### config.mk
export PLATFORM = sky130hd
export DESIGN_NAME = execute_stage
export DESIGN_NICKNAME = d
export VERILOG_FILES = /design/src/rtl/execute_stage_pkg.sv /design/src/rtl/execute_stage_alu.sv /design/src/rtl/execute_stage.sv
export SDC_FILE = /design/constraint.sdc
export NUM_CORES = 1
export LEC_CHECK = 0
export BUFFER_PORTS_ARGS = -buffer_cell sky130_fd_sc_hd__buf_2
export CAP_MARGIN = 20
export CORE_ASPECT_RATIO = 1.4
export CORE_MARGIN = 1
export CORE_UTILIZATION = 25
export DETAILED_ROUTE_END_ITERATION = 7
export SLEW_MARGIN = 20
export SYNTH_ARGS = -nofsm -noshare
export SYNTH_HDL_FRONTEND = slang
export SYNTH_SLANG_ARGS = --single-unit
### constraint.sdc
create_clock -name clk -period 7.5 [get_ports clk]
set_clock_uncertainty 0.1 [all_clocks]
set_input_delay 1.875 -clock clk [delete_from_list [all_inputs] [get_ports clk]]
set_output_delay 1.875 -clock clk [all_outputs]
set_load 0.05 [all_outputs]
### src/rtl/execute_stage_pkg.sv
// Shared types for the execute stage: scalar aliases, ALU opcodes,
// forwarding select codes, hazard-unit controls and pipeline registers.
package execute_stage_pkg;

  typedef logic [31:0] u32;
  typedef logic [4:0]  creg_addr_t;

  typedef enum logic [3:0] {
    ALU_ADD  = 4'd0,
    ALU_SUB  = 4'd1,
    ALU_AND  = 4'd2,
    ALU_OR   = 4'd3,
    ALU_XOR  = 4'd4,
    ALU_NOR  = 4'd5,
    ALU_SLT  = 4'd6,
    ALU_SLTU = 4'd7,
    ALU_SLL  = 4'd8,
    ALU_SRL  = 4'd9,
    ALU_SRA  = 4'd10,
    ALU_LUI  = 4'd11
  } alu_op_t;

  // Operand forwarding selects driven by the hazard unit
  localparam logic [1:0] FWD_REG = 2'b00;
  localparam logic [1:0] FWD_W   = 2'b01;
  localparam logic [1:0] FWD_M   = 2'b10;
  localparam logic [1:0] FWD_MRD = 2'b11;

  typedef struct packed {
    logic [1:0] forwardA;
    logic [1:0] forwardB;
    logic       stallF;
    logic       stallD;
    logic       stallE;
    logic       flushM;
  } hazard_data_t;

  typedef struct packed {
    logic       valid;
    u32         pc;
    creg_addr_t rs;
    creg_addr_t rt;
    u32         rs_val;
    u32         rt_val;
    u32         imm;
    logic [4:0] shamt;
    alu_op_t    alu_op;
    logic       alu_src;
    creg_addr_t write_reg;
    logic       reg_write;
    logic       mem_to_reg;
    logic       mem_write;
  } decode_bundle_t;

  // ID/EX holds exactly what decode hands over
  typedef decode_bundle_t idex_t;

  typedef struct packed {
    logic       valid;
    u32         pc;
    u32         alu_result;
    u32         write_data;
    creg_addr_t write_reg;
    logic       reg_write;
    logic       mem_to_reg;
    logic       mem_write;
  } exmem_t;

endpackage

### src/rtl/execute_stage_alu.sv
// Combinational ALU for the execute stage. Shifts act on src_b by shamt;
// LUI places the low immediate half in the upper word.
module alu
  import execute_stage_pkg::*;
(
  input  u32          src_a,
  input  u32          src_b,
  input  logic [4:0]  shamt,
  input  logic [15:0] imm_lo,
  input  alu_op_t     alu_op,
  output u32          result
);

  // Opcode decode; unassigned opcodes give zero
  always_comb begin
    result = '0;
    case (alu_op)
      ALU_ADD:  result = src_a + src_b;
      ALU_SUB:  result = src_a - src_b;
      ALU_AND:  result = src_a & src_b;
      ALU_OR:   result = src_a | src_b;
      ALU_XOR:  result = src_a ^ src_b;
      ALU_NOR:  result = ~(src_a | src_b);
      ALU_SLT:  result = {31'b0, ($signed(src_a) < $signed(src_b))};
      ALU_SLTU: result = {31'b0, (src_a < src_b)};
      ALU_SLL:  result = src_b << shamt;
      ALU_SRL:  result = src_b >> shamt;
      ALU_SRA:  result = u32'($signed(src_b) >>> shamt);
      ALU_LUI:  result = {imm_lo, 16'h0000};
      default:  result = '0;
    endcase
  end

endmodule

### src/rtl/execute_stage.sv
// Execute stage: ID/EX register, operand forwarding, ALU and EX/MEM register.
// rsE/rtE/mem_to_reg_E feed the hazard unit, which closes the loop by
// returning forwarding selects and stall/flush controls.
module execute_stage
  import execute_stage_pkg::*;
(
  input  logic           clk,
  input  logic           reset,
  input  hazard_data_t   hazard_data,
  input  decode_bundle_t dec,
  input  u32             w_result,
  input  u32             m_read_data,
  output creg_addr_t     rsE,
  output creg_addr_t     rtE,
  output logic           mem_to_reg_E,
  output exmem_t         exm
);

  idex_t idex;
  u32    fwd_a;
  u32    fwd_b;
  u32    src_b;
  u32    alu_result;

  // stallF/stallD belong to earlier stages
  logic unused_hazard;
  assign unused_hazard = hazard_data.stallF ^ hazard_data.stallD;

  // ID/EX: reset > stall hold > load; an invalid bundle loads with its side effects stripped
  always_ff @(posedge clk) begin
    if (reset) begin
      idex <= '0;
    end else if (!hazard_data.stallE) begin
      idex <= dec;
      if (!dec.valid) begin
        idex.reg_write  <= 1'b0;
        idex.mem_write  <= 1'b0;
        idex.mem_to_reg <= 1'b0;
      end
    end
  end

  // Operand forwarding; $zero always reads as zero whatever the select says
  always_comb begin
    fwd_a = '0;
    fwd_b = '0;
    case (hazard_data.forwardA)
      FWD_REG: fwd_a = idex.rs_val;
      FWD_W:   fwd_a = w_result;
      FWD_M:   fwd_a = exm.alu_result;
      FWD_MRD: fwd_a = m_read_data;
      default: fwd_a = '0;
    endcase
    case (hazard_data.forwardB)
      FWD_REG: fwd_b = idex.rt_val;
      FWD_W:   fwd_b = w_result;
      FWD_M:   fwd_b = exm.alu_result;
      FWD_MRD: fwd_b = m_read_data;
      default: fwd_b = '0;
    endcase
    if (idex.rs == '0) fwd_a = '0;
    if (idex.rt == '0) fwd_b = '0;
  end

  // Store data is taken from fwd_b before the immediate mux
  assign src_b = idex.alu_src ? idex.imm : fwd_b;

  alu u_alu (
    .src_a  (fwd_a),
    .src_b  (src_b),
    .shamt  (idex.shamt),
    .imm_lo (idex.imm[15:0]),
    .alu_op (idex.alu_op),
    .result (alu_result)
  );

  // EX/MEM: reset > flush bubble > load; flush also wins while ID/EX is stalled
  always_ff @(posedge clk) begin
    if (reset || hazard_data.flushM) begin
      exm <= '0;
    end else begin
      exm.valid      <= idex.valid;
      exm.pc         <= idex.pc;
      exm.alu_result <= alu_result;
      exm.write_data <= fwd_b;
      exm.write_reg  <= idex.write_reg;
      exm.reg_write  <= idex.reg_write;
      exm.mem_to_reg <= idex.mem_to_reg;
      exm.mem_write  <= idex.mem_write;
    end
  end

  assign rsE          = idex.rs;
  assign rtE          = idex.rt;
  assign mem_to_reg_E = idex.mem_to_reg;

endmodule

### Word level (Yosys, flattened, before mapping)

Index checks and enable logic that the tools add are counted.

* flip-flop bits (word level): 262
* output and inout bits: 116
* logic and storage cells: 63

* add/sub/neg operators: 2
* magnitude comparators: 2
* equal/unequal tests: 17
* shift operators: 3
* muxes and demuxes: 7
* bitwise operators: 4
* reduce and logical (&&, ||, !) cells: 6

Operator list (count)
* $pmux 32 s12: 1
* $pmux 32 s4: 2
* $mux 32: 3
* $lt 32x32->1: 2
* $add 32x32->32: 1
* $and 32x32->32: 1
* $not 32->32: 1
* $or 32x32->32: 1
* $shl 32x5->32: 1
* $shr 32x5->32: 1
* $sshr 32x5->32: 1
* $sub 32x32->32: 1
* $xor 32x32->32: 1
* $eq 4x3->1 const B: 4
* $eq 4x4->1 const B: 4
* $logic_not 5->1: 2
* $eq 2x2->1 const B: 4
* $eq 4x2->1 const B: 2
* $eq 2x1->1 const B: 2
* $eq 4x1->1 const B: 1
* $logic_not 2->1: 2
* $logic_not 4->1: 1
* $mux 3: 1
* $logic_or 1x1->1: 1

### Longest topological paths before layout

Gate-level depths: netlist of run 1.

* depth in word-level cells: 7
* depth in mapped cells: 18

### Modules after synthesis

Synthesis of run 1 repeated with hierarchy kept, for this count alone.

* cell total of the unflattened synthesis: 2313
* area, all modules: 19994.2 um^2

By module, submodules not included
* execute_stage: instances 1, cells each 901, area each 10546.4 um^2, sequential area each 5245.0 um^2
* alu: instances 1, cells each 1412, area each 9447.8 um^2, sequential area each 0.0 um^2

### Worst setup path after synthesis of run 1

OpenSTA, ideal clock, no wires.

* kind: input to register
* from: input port hazard_data[7] (netlist name)
* to: register exm[66] (netlist name)
* setup time: 81 ps
* arrival: 5687 ps
* required time: 7319 ps
* setup slack: 1632 ps
* stages on the path: 16
* cell sequence: clkbuf_1 -> buf_1 -> mux2_2 -> o211ai_1 -> ha_1 -> inv_1 -> fa_1 -> nor2b_1 -> o21ai_0 -> a31oi_1 -> o21ai_0 -> o21ba_2 -> o311ai_0 -> or3_1 -> a21o_1 -> a41oi_1

* cells in the longest elaborated chain, start to end: 6

Ends and longest elaborated chain
* from (decl): line execute_stage.sv:9 `input hazard_data_t hazard_data,`
* $eq 2x2->1 (tied with other cells): line execute_stage.sv:47 `case (hazard_data.forwardA)`
* $pmux 32 s4 (*): line execute_stage.sv:47
* $mux 32 (*): line execute_stage.sv:61 `if (idex.rs == '0) fwd_a = '0;`
* parallel branches: the longest is 2 deep, another holds $sub 32x32->32
* $pmux 32 s12 (*): line execute_stage_alu.sv:17 `case (alu_op)`
* to (decl): line execute_stage.sv:16 `output exmem_t exm`

Every way passes the cells marked *.
A chain may end at the register's enable or synchronous reset.

### Final worst setup path of run 1

* from: input port hazard_data[5] (netlist name)
* to: register exm[71] (netlist name)

* cells in the longest elaborated chain, start to end: 7

Ends and longest elaborated chain
* $eq 2x2->1 (tied with other cells): line execute_stage.sv:54 `case (hazard_data.forwardB)`
* $pmux 32 s4 (*): line execute_stage.sv:54
* $mux 32 (*): line execute_stage.sv:62 `if (idex.rt == '0) fwd_b = '0;`
* $mux 32 (*): line execute_stage.sv:66 `assign src_b = idex.alu_src ? idex.imm : fwd_b;`
* parallel branches: the longest is 2 deep, another holds $sub 32x32->32
* $pmux 32 s12 (*): line execute_stage_alu.sv:17

Marked as above.

==> results of run 1 <==
-- cell families (layout without fill, tap and decap cells) --
logic type               count (synthesis)  count (layout)
adder cells (fa/ha/maj)                103             103
AND/OR/NAND/NOR                        796             796
AO/OA/AOI/OAI                          696             696
multiplexers                           313             313
other                                    0               6
flip-flops                             262             262
buffers and inverters                  316             625
XOR/XNOR                                17              17
-- layout make-up --
type / instances / share of cell area, %
multi-input cells: 1925 / 56.4
flip-flops and latches: 262 / 21.6
repair buffers: 475 / 11.3
well taps: 1062 / 5.47
clock buffers: 37 / 3.05
inverters: 105 / 1.63
clock inverters: 8 / 0.448
diodes: 6 / 0.0618
-- metal layers --
layer  track usage [%]  wire [um]  vias to the layer above
li1                  -          -                     9739
met1              29.5      41600                    10600
met2              45.8      54800                     1147
met3              4.18       7290                      306
met4              26.9      13300                        8
met5                 0         54                        -
-- final timing paths --
path | endpoint | slack, ns
max | exm[71]$_SDFF_PP0_ | 1.01
min | exm[88]$_SDFF_PP0_ | 0.35
max reg2reg | exm[66]$_SDFF_PP0_ | 2.07
min reg2reg | exm[88]$_SDFF_PP0_ | 0.35
-- critical path, stage by stage --
cell      delay, ns
buf_2          0.42
buf_4          0.24
mux4_2         0.66
o211ai_1       0.35
and2_1         0.60
ha_1           0.49
and4_1         0.30
a221oi_1       0.29
o21a_1         0.21
a21oi_1        0.16
o211ai_1       0.31
a311o_1        0.39
mux2i_1        0.24
o22a_1         0.18
a21oi_1        0.07
-- state kept, by name (all words and copies together), names as in the netlist --
| name | cells |
|---|---|
| idex | 146 |
| exm | 105 |
| rsE | 5 |
| rtE | 5 |
| mem_to_reg_E | 1 |
-- cells in the final DEF (no fill, tap or decap), drive strengths merged, types with 18 or more instances in the layout --
cell	netlist	final
a211oi	35	35
a21oi	148	148
a221oi	34	34
a22oi	25	25
a31oi	33	33
a32oi	20	20
and2	109	109
buf	74	475
clkbuf	137	37
dfxtp	262	262
ha	101	101
inv	105	106
mux2	41	41
mux2i	228	228
mux4	44	44
nand2	197	197
nand3	32	32
nor2	320	320
nor2b	18	18
nor3	47	47
o211ai	100	100
o21ai	100	100
o22ai	35	35
-- report_power, final --
group	internal, mW	switching [mW]	total [mW]
Clock	0.730	0.601	1.33
Sequential	1.47	0.0862	1.56
Combinational	0.730	1.49	2.22
-- per-stage QoR --
step / instances / utilization (%)
floorplan: 2503 / -
global placement: 3829 / 29.2
detailed placement: 3829 / 29.2
CTS: 3874 / 30.2
global route: 3878 / 30.3
finish: 3880 / 30.3
==> results.sh, run 1 <==
export IMPL_totalWireLength_um=117000
export IMPL_cp_end_kind="flop"
export IMPL_startpoint="hazard_data[5]"
export IMPL_seq_area_um2=5250
export IMPL_ios=347
export IMPL_syn_num_nets=2837
export IMPL_die_x_um=243
export IMPL_drc=0
export IMPL_die_h_um=339
export IMPL_setup_violations=0
export IMPL_cts_sink_count=262
export IMPL_total_power_mw=5.11
export IMPL_fin_tns_setup_ns=0
export IMPL_p_leak_nw=10.8
export IMPL_ys_seq_area_share_pct=25.9
export IMPL_cap_violations=0
export IMPL_fp_row_count=123
export IMPL_portBuffers=344
export IMPL_ff2ff_path_depth=18
export IMPL_clock_latency_ns=0.61
export IMPL_min_from="idex[140]$_SDFFE_PP0N_"
export IMPL_drt_initial_drc_count=2112
export IMPL_grt_overflow=0
export IMPL_min_period_ns=6.49
export IMPL_placed_cell_area_um2=23400
export IMPL_path_clk_slew_ns=0.08
export IMPL_grt_total_usage_pct=27.5
export IMPL_ys_flop_type="dfxtp_1"
export IMPL_synthSimpleGateAreaFrac_pct=17.8
export IMPL_critical_path_class="in2reg"
export IMPL_synth_edff_count=0
export IMPL_tightestPinTransition_ns=1.12
export IMPL_slew_violations=0
export IMPL_grt_start_max_net_pins=83
export IMPL_slew_headroom_pct=25.0
export IMPL_synth_xor_area_share_pct=0.735
export IMPL_timing_final_ws_setup_ns=1.01
export IMPL_fill_cells=8721
export IMPL_synth_compound_area_share_pct=24.0
export IMPL_worst_endpoint_required_ns=7.83
export IMPL_numCtsBuffers=26
export IMPL_finalHoldViolCount=0
export IMPL_nNetsFinal=3129
export IMPL_drtAntennaViolNets=0
export IMPL_core_um2=80300
export IMPL_area_growth_pct=20.0
export IMPL_drt_pre_antenna_iters=8
export IMPL_fmax_mhz=154
export IMPL_dp_hpwl_um=93300
export IMPL_powerDensity_nw_per_um2=210
export IMPL_die_area_um2=82200
export IMPL_cts_tree="done"
export IMPL_stdcell_area_um2=24300
export IMPL_synth_top_family_by_area="compound AO/OA/AOI/OAI gates"
export IMPL_worstHoldPathType="reg2reg"
export IMPL_synthMuxAreaShare_pct=18.6
export IMPL_status="completed"
export IMPL_synth_common_cells="nor2_1, dfxtp_1, mux2i_1"
export IMPL_post_cts_buffers=0
export IMPL_grt_pass1_wl_um=162000
export IMPL_drive_gt1_share_pct=22.9
export IMPL_vias_per_cell=5.61
export IMPL_synth_top_cell_area_share_pct=25.9
export IMPL_ys_top_cells_by_area="dfxtp_1, mux2i_1, ha_1"
export IMPL_period_share_pct=86.5
export IMPL_synth_warning_count=0
export IMPL_pre_cts_slack_ns=0.578
export IMPL_postSynthCellCount=2503
export IMPL_gp_routability_congestion=1.09
export IMPL_dr_total_vias=21800
export IMPL_cts_root_buffer="clkbuf_16"
export IMPL_antenna_found_initial=7
export IMPL_rsz0062_at_grt="no"
export IMPL_worst_ir_drop_vdd_mv=0.199
export IMPL_reg2reg_from="idex[8]$_SDFFE_PP0N_"
export IMPL_grt_pass1_vias=21000
export IMPL_yosys_area_top_type="dfxtp_1"
export IMPL_drt_wirelength_per_cell_um=30.2
export IMPL_ctsResizeCount=0
export IMPL_ys_types=85
export IMPL_multiInputGateArea_um2=13700
export IMPL_synth_most_common_cell="nor2_1"
export IMPL_synth_adder_area_share_pct=6.43
export IMPL_startpoint_type="input pin"
export IMPL_critical_path_max_fanout=14
export IMPL_start_util_pct=25.2
export IMPL_synth_area_um2=20300
export IMPL_h_tree_depth=1
export IMPL_clock_path_buffers=3
export IMPL_arrival_ns=6.82
export IMPL_syn_area_per_cell_um2=8.10
export IMPL_postSynth_asyncResetShare_pct=0
export IMPL_ys_ff_latch=262
export IMPL_ctsHoldBuffers=0
export IMPL_holdWs_ns=0.350
export IMPL_min_delay_path_depth=1
Note: power is estimated with default switching activity, not from simulation.
==> inputs of run 2 (changes only) <==
--- a/config.mk
+++ b/config.mk
@@ -7,7 +7,7 @@
 export LEC_CHECK = 0
 export BUFFER_PORTS_ARGS = -buffer_cell sky130_fd_sc_hd__buf_2
 export CAP_MARGIN = 20
-export CORE_ASPECT_RATIO = 1.4
+export CORE_ASPECT_RATIO = 2
 export CORE_MARGIN = 1
 export CORE_UTILIZATION = 25
 export DETAILED_ROUTE_END_ITERATION = 7
==> results.sh, run 2 (synthesis gave the netlist of run 1 again) <==
export IMPL_status="completed"
export IMPL_worst_ir_drop_vdd_mv=0.165
export IMPL_worstHoldPathType="reg2reg"
export IMPL_drc=0
export IMPL_numCtsBuffers=25
export IMPL_portBuffers=344
export IMPL_fmax_mhz=152
export IMPL_seq_area_um2=5250
export IMPL_cts_root_buffer="clkbuf_16"
export IMPL_clock_latency_ns=0.61
export IMPL_swShare_pct=43.8
export IMPL_nNetsFinal=3168
export IMPL_critical_path_max_fanout=12
export IMPL_top_register="idex"
export IMPL_dr_total_vias=22400
export IMPL_setup_violations=0
export IMPL_tightestPinTransition_ns=1.19
export IMPL_path_clk_slew_ns=0.07
export IMPL_cts_tree="done"
export IMPL_gp_routability_congestion=1.14
export IMPL_p_leak_nw=11.0
export IMPL_totalWireLength_um=130000
export IMPL_drt_wirelength_per_cell_um=33.4
export IMPL_drt_pre_antenna_iters=8
export IMPL_post_cts_buffers=0
export IMPL_fill_cells=8768
export IMPL_cap_violations=0
export IMPL_dp_hpwl_um=102000
export IMPL_grt_start_max_net_pins=94
export IMPL_cp_end_kind="flop"
export IMPL_final_common_cell="buf_2"
export IMPL_ctsHoldBuffers=0
export IMPL_min_period_ns=6.59
export IMPL_ctsResizeCount=0
export IMPL_period_share_pct=87.8
export IMPL_total_power_mw=5.17
export IMPL_ios=347
export IMPL_start_util_pct=25.3
export IMPL_cts_sink_count=262
export IMPL_grt_pass1_vias=21600
export IMPL_p_seq_share_pct=30.6
export IMPL_slew_headroom_pct=20.3
export IMPL_core_um2=80200
export IMPL_rsz0062_at_grt="no"
export IMPL_vias_per_cell=5.73
export IMPL_h_tree_depth=1
export IMPL_die_x_um=203
export IMPL_drtAntennaViolNets=0
export IMPL_worst_endpoint_required_ns=7.85
export IMPL_slew_violations=0
export IMPL_grt_total_usage_pct=31.2
export IMPL_drive_gt1_share_pct=24.2
export IMPL_arrival_ns=6.94
export IMPL_die_area_um2=82300
export IMPL_fin_tns_setup_ns=0
export IMPL_clock_path_buffers=3
export IMPL_critical_path_class="in2reg"
export IMPL_grt_overflow=0
export IMPL_powerDensity_nw_per_um2=211
export IMPL_startpoint_type="input pin"
export IMPL_p_clk_share_pct=25.2
export IMPL_fp_row_count=147
export IMPL_largest_register_ffs=146
export IMPL_internal_power_mw=2.91
export IMPL_final_cell_mix="buf_2, nor2_1, dfxtp_1, mux2i_1, nand2_1"
export IMPL_drt_initial_drc_count=2183
export IMPL_grt_pass1_wl_um=177000
export IMPL_p_sw_mw=2.26
export IMPL_antenna_found_initial=23
export IMPL_finalHoldViolCount=0
export IMPL_largestRegisters="idex: 146 flops, exm: 105 flops"
export IMPL_combPwrFrac_pct=44.2
export IMPL_die_h_um=405
export IMPL_area_growth_pct=21.2
export IMPL_multiInputGateArea_um2=13700
run 2: worst max-delay path, cell delays in order:
cell,delay [ns]
buf_2,0.39
buf_4,0.28
mux4_2,0.38
o211ai_1,0.43
and2_1,0.37
ha_1,0.39
nor4_1,0.42
nand2_1,0.13
or4_1,0.41
o21ba_2,0.27
o41ai_1,0.79
buf_4,0.24
a21oi_1,0.06
o21ai_0,0.15
buf_4,0.19
o211ai_1,0.15
run 2: layout make-up:
class / instances / share of cell area, %
multi-input cells: 1925 / 55.9
flip-flops and latches: 262 / 21.4
repair buffers: 515 / 12.4
well taps: 1043 / 5.31
clock buffers: 34 / 2.93
inverters: 105 / 1.61
clock inverters: 10 / 0.362
diodes: 7 / 0.0713
run 2: metrics by stage:
step	worst slack, ns	util [%]	std cells	instance area [um2]	hold WS [ns]
after global routing	0.891	30.6	3898	24600	0.369
final	0.914	30.6	3901	24600	0.351
after detailed placement	0.502	29.5	3845	23700	0.339
after floorplan	1.63	-	2503	20300	0.330
after CTS	1.11	30.5	3889	24500	0.352
after global placement	0.423	29.5	3845	23700	0.333
run 2: routing by layer:
layer	GRT usage, %	vias up	share of wire (%)
met5	0.0605	-	0.080
met4	31.8	16	12
met3	6.97	431	6.9
met2	51.5	1216	47
met1	31.6	10900	34
li1	-	9827	-
run 2: worst paths after layout:
| path | start | to | slack [ns] | cells past startpoint |
|---|---|---|---|---|
| setup / recovery | hazard_data[4] | exm[40]$_SDFF_PP0_ | 0.91 | 16 |
| setup reg to reg | rtE[1]$_SDFFE_PP0N_ | exm[40]$_SDFF_PP0_ | 1.77 | 14 |
| hold reg to reg | idex[132]$_SDFFE_PP0N_ | exm[80]$_SDFF_PP0_ | 0.35 | 1 |
| hold / removal | idex[132]$_SDFFE_PP0N_ | exm[80]$_SDFF_PP0_ | 0.35 | 1 |
run 2: power by group through the flow:
stage / clock, mW / combinational, mW / sequential [mW]
after floorplan: 0 / 1.19 / 1.63
after global placement: 0 / 2.16 / 1.61
after detailed placement: 0 / 2.16 / 1.61
after CTS: 1.33 / 2.17 / 1.57
after global routing: 1.37 / 2.38 / 1.58
final: 1.30 / 2.29 / 1.58
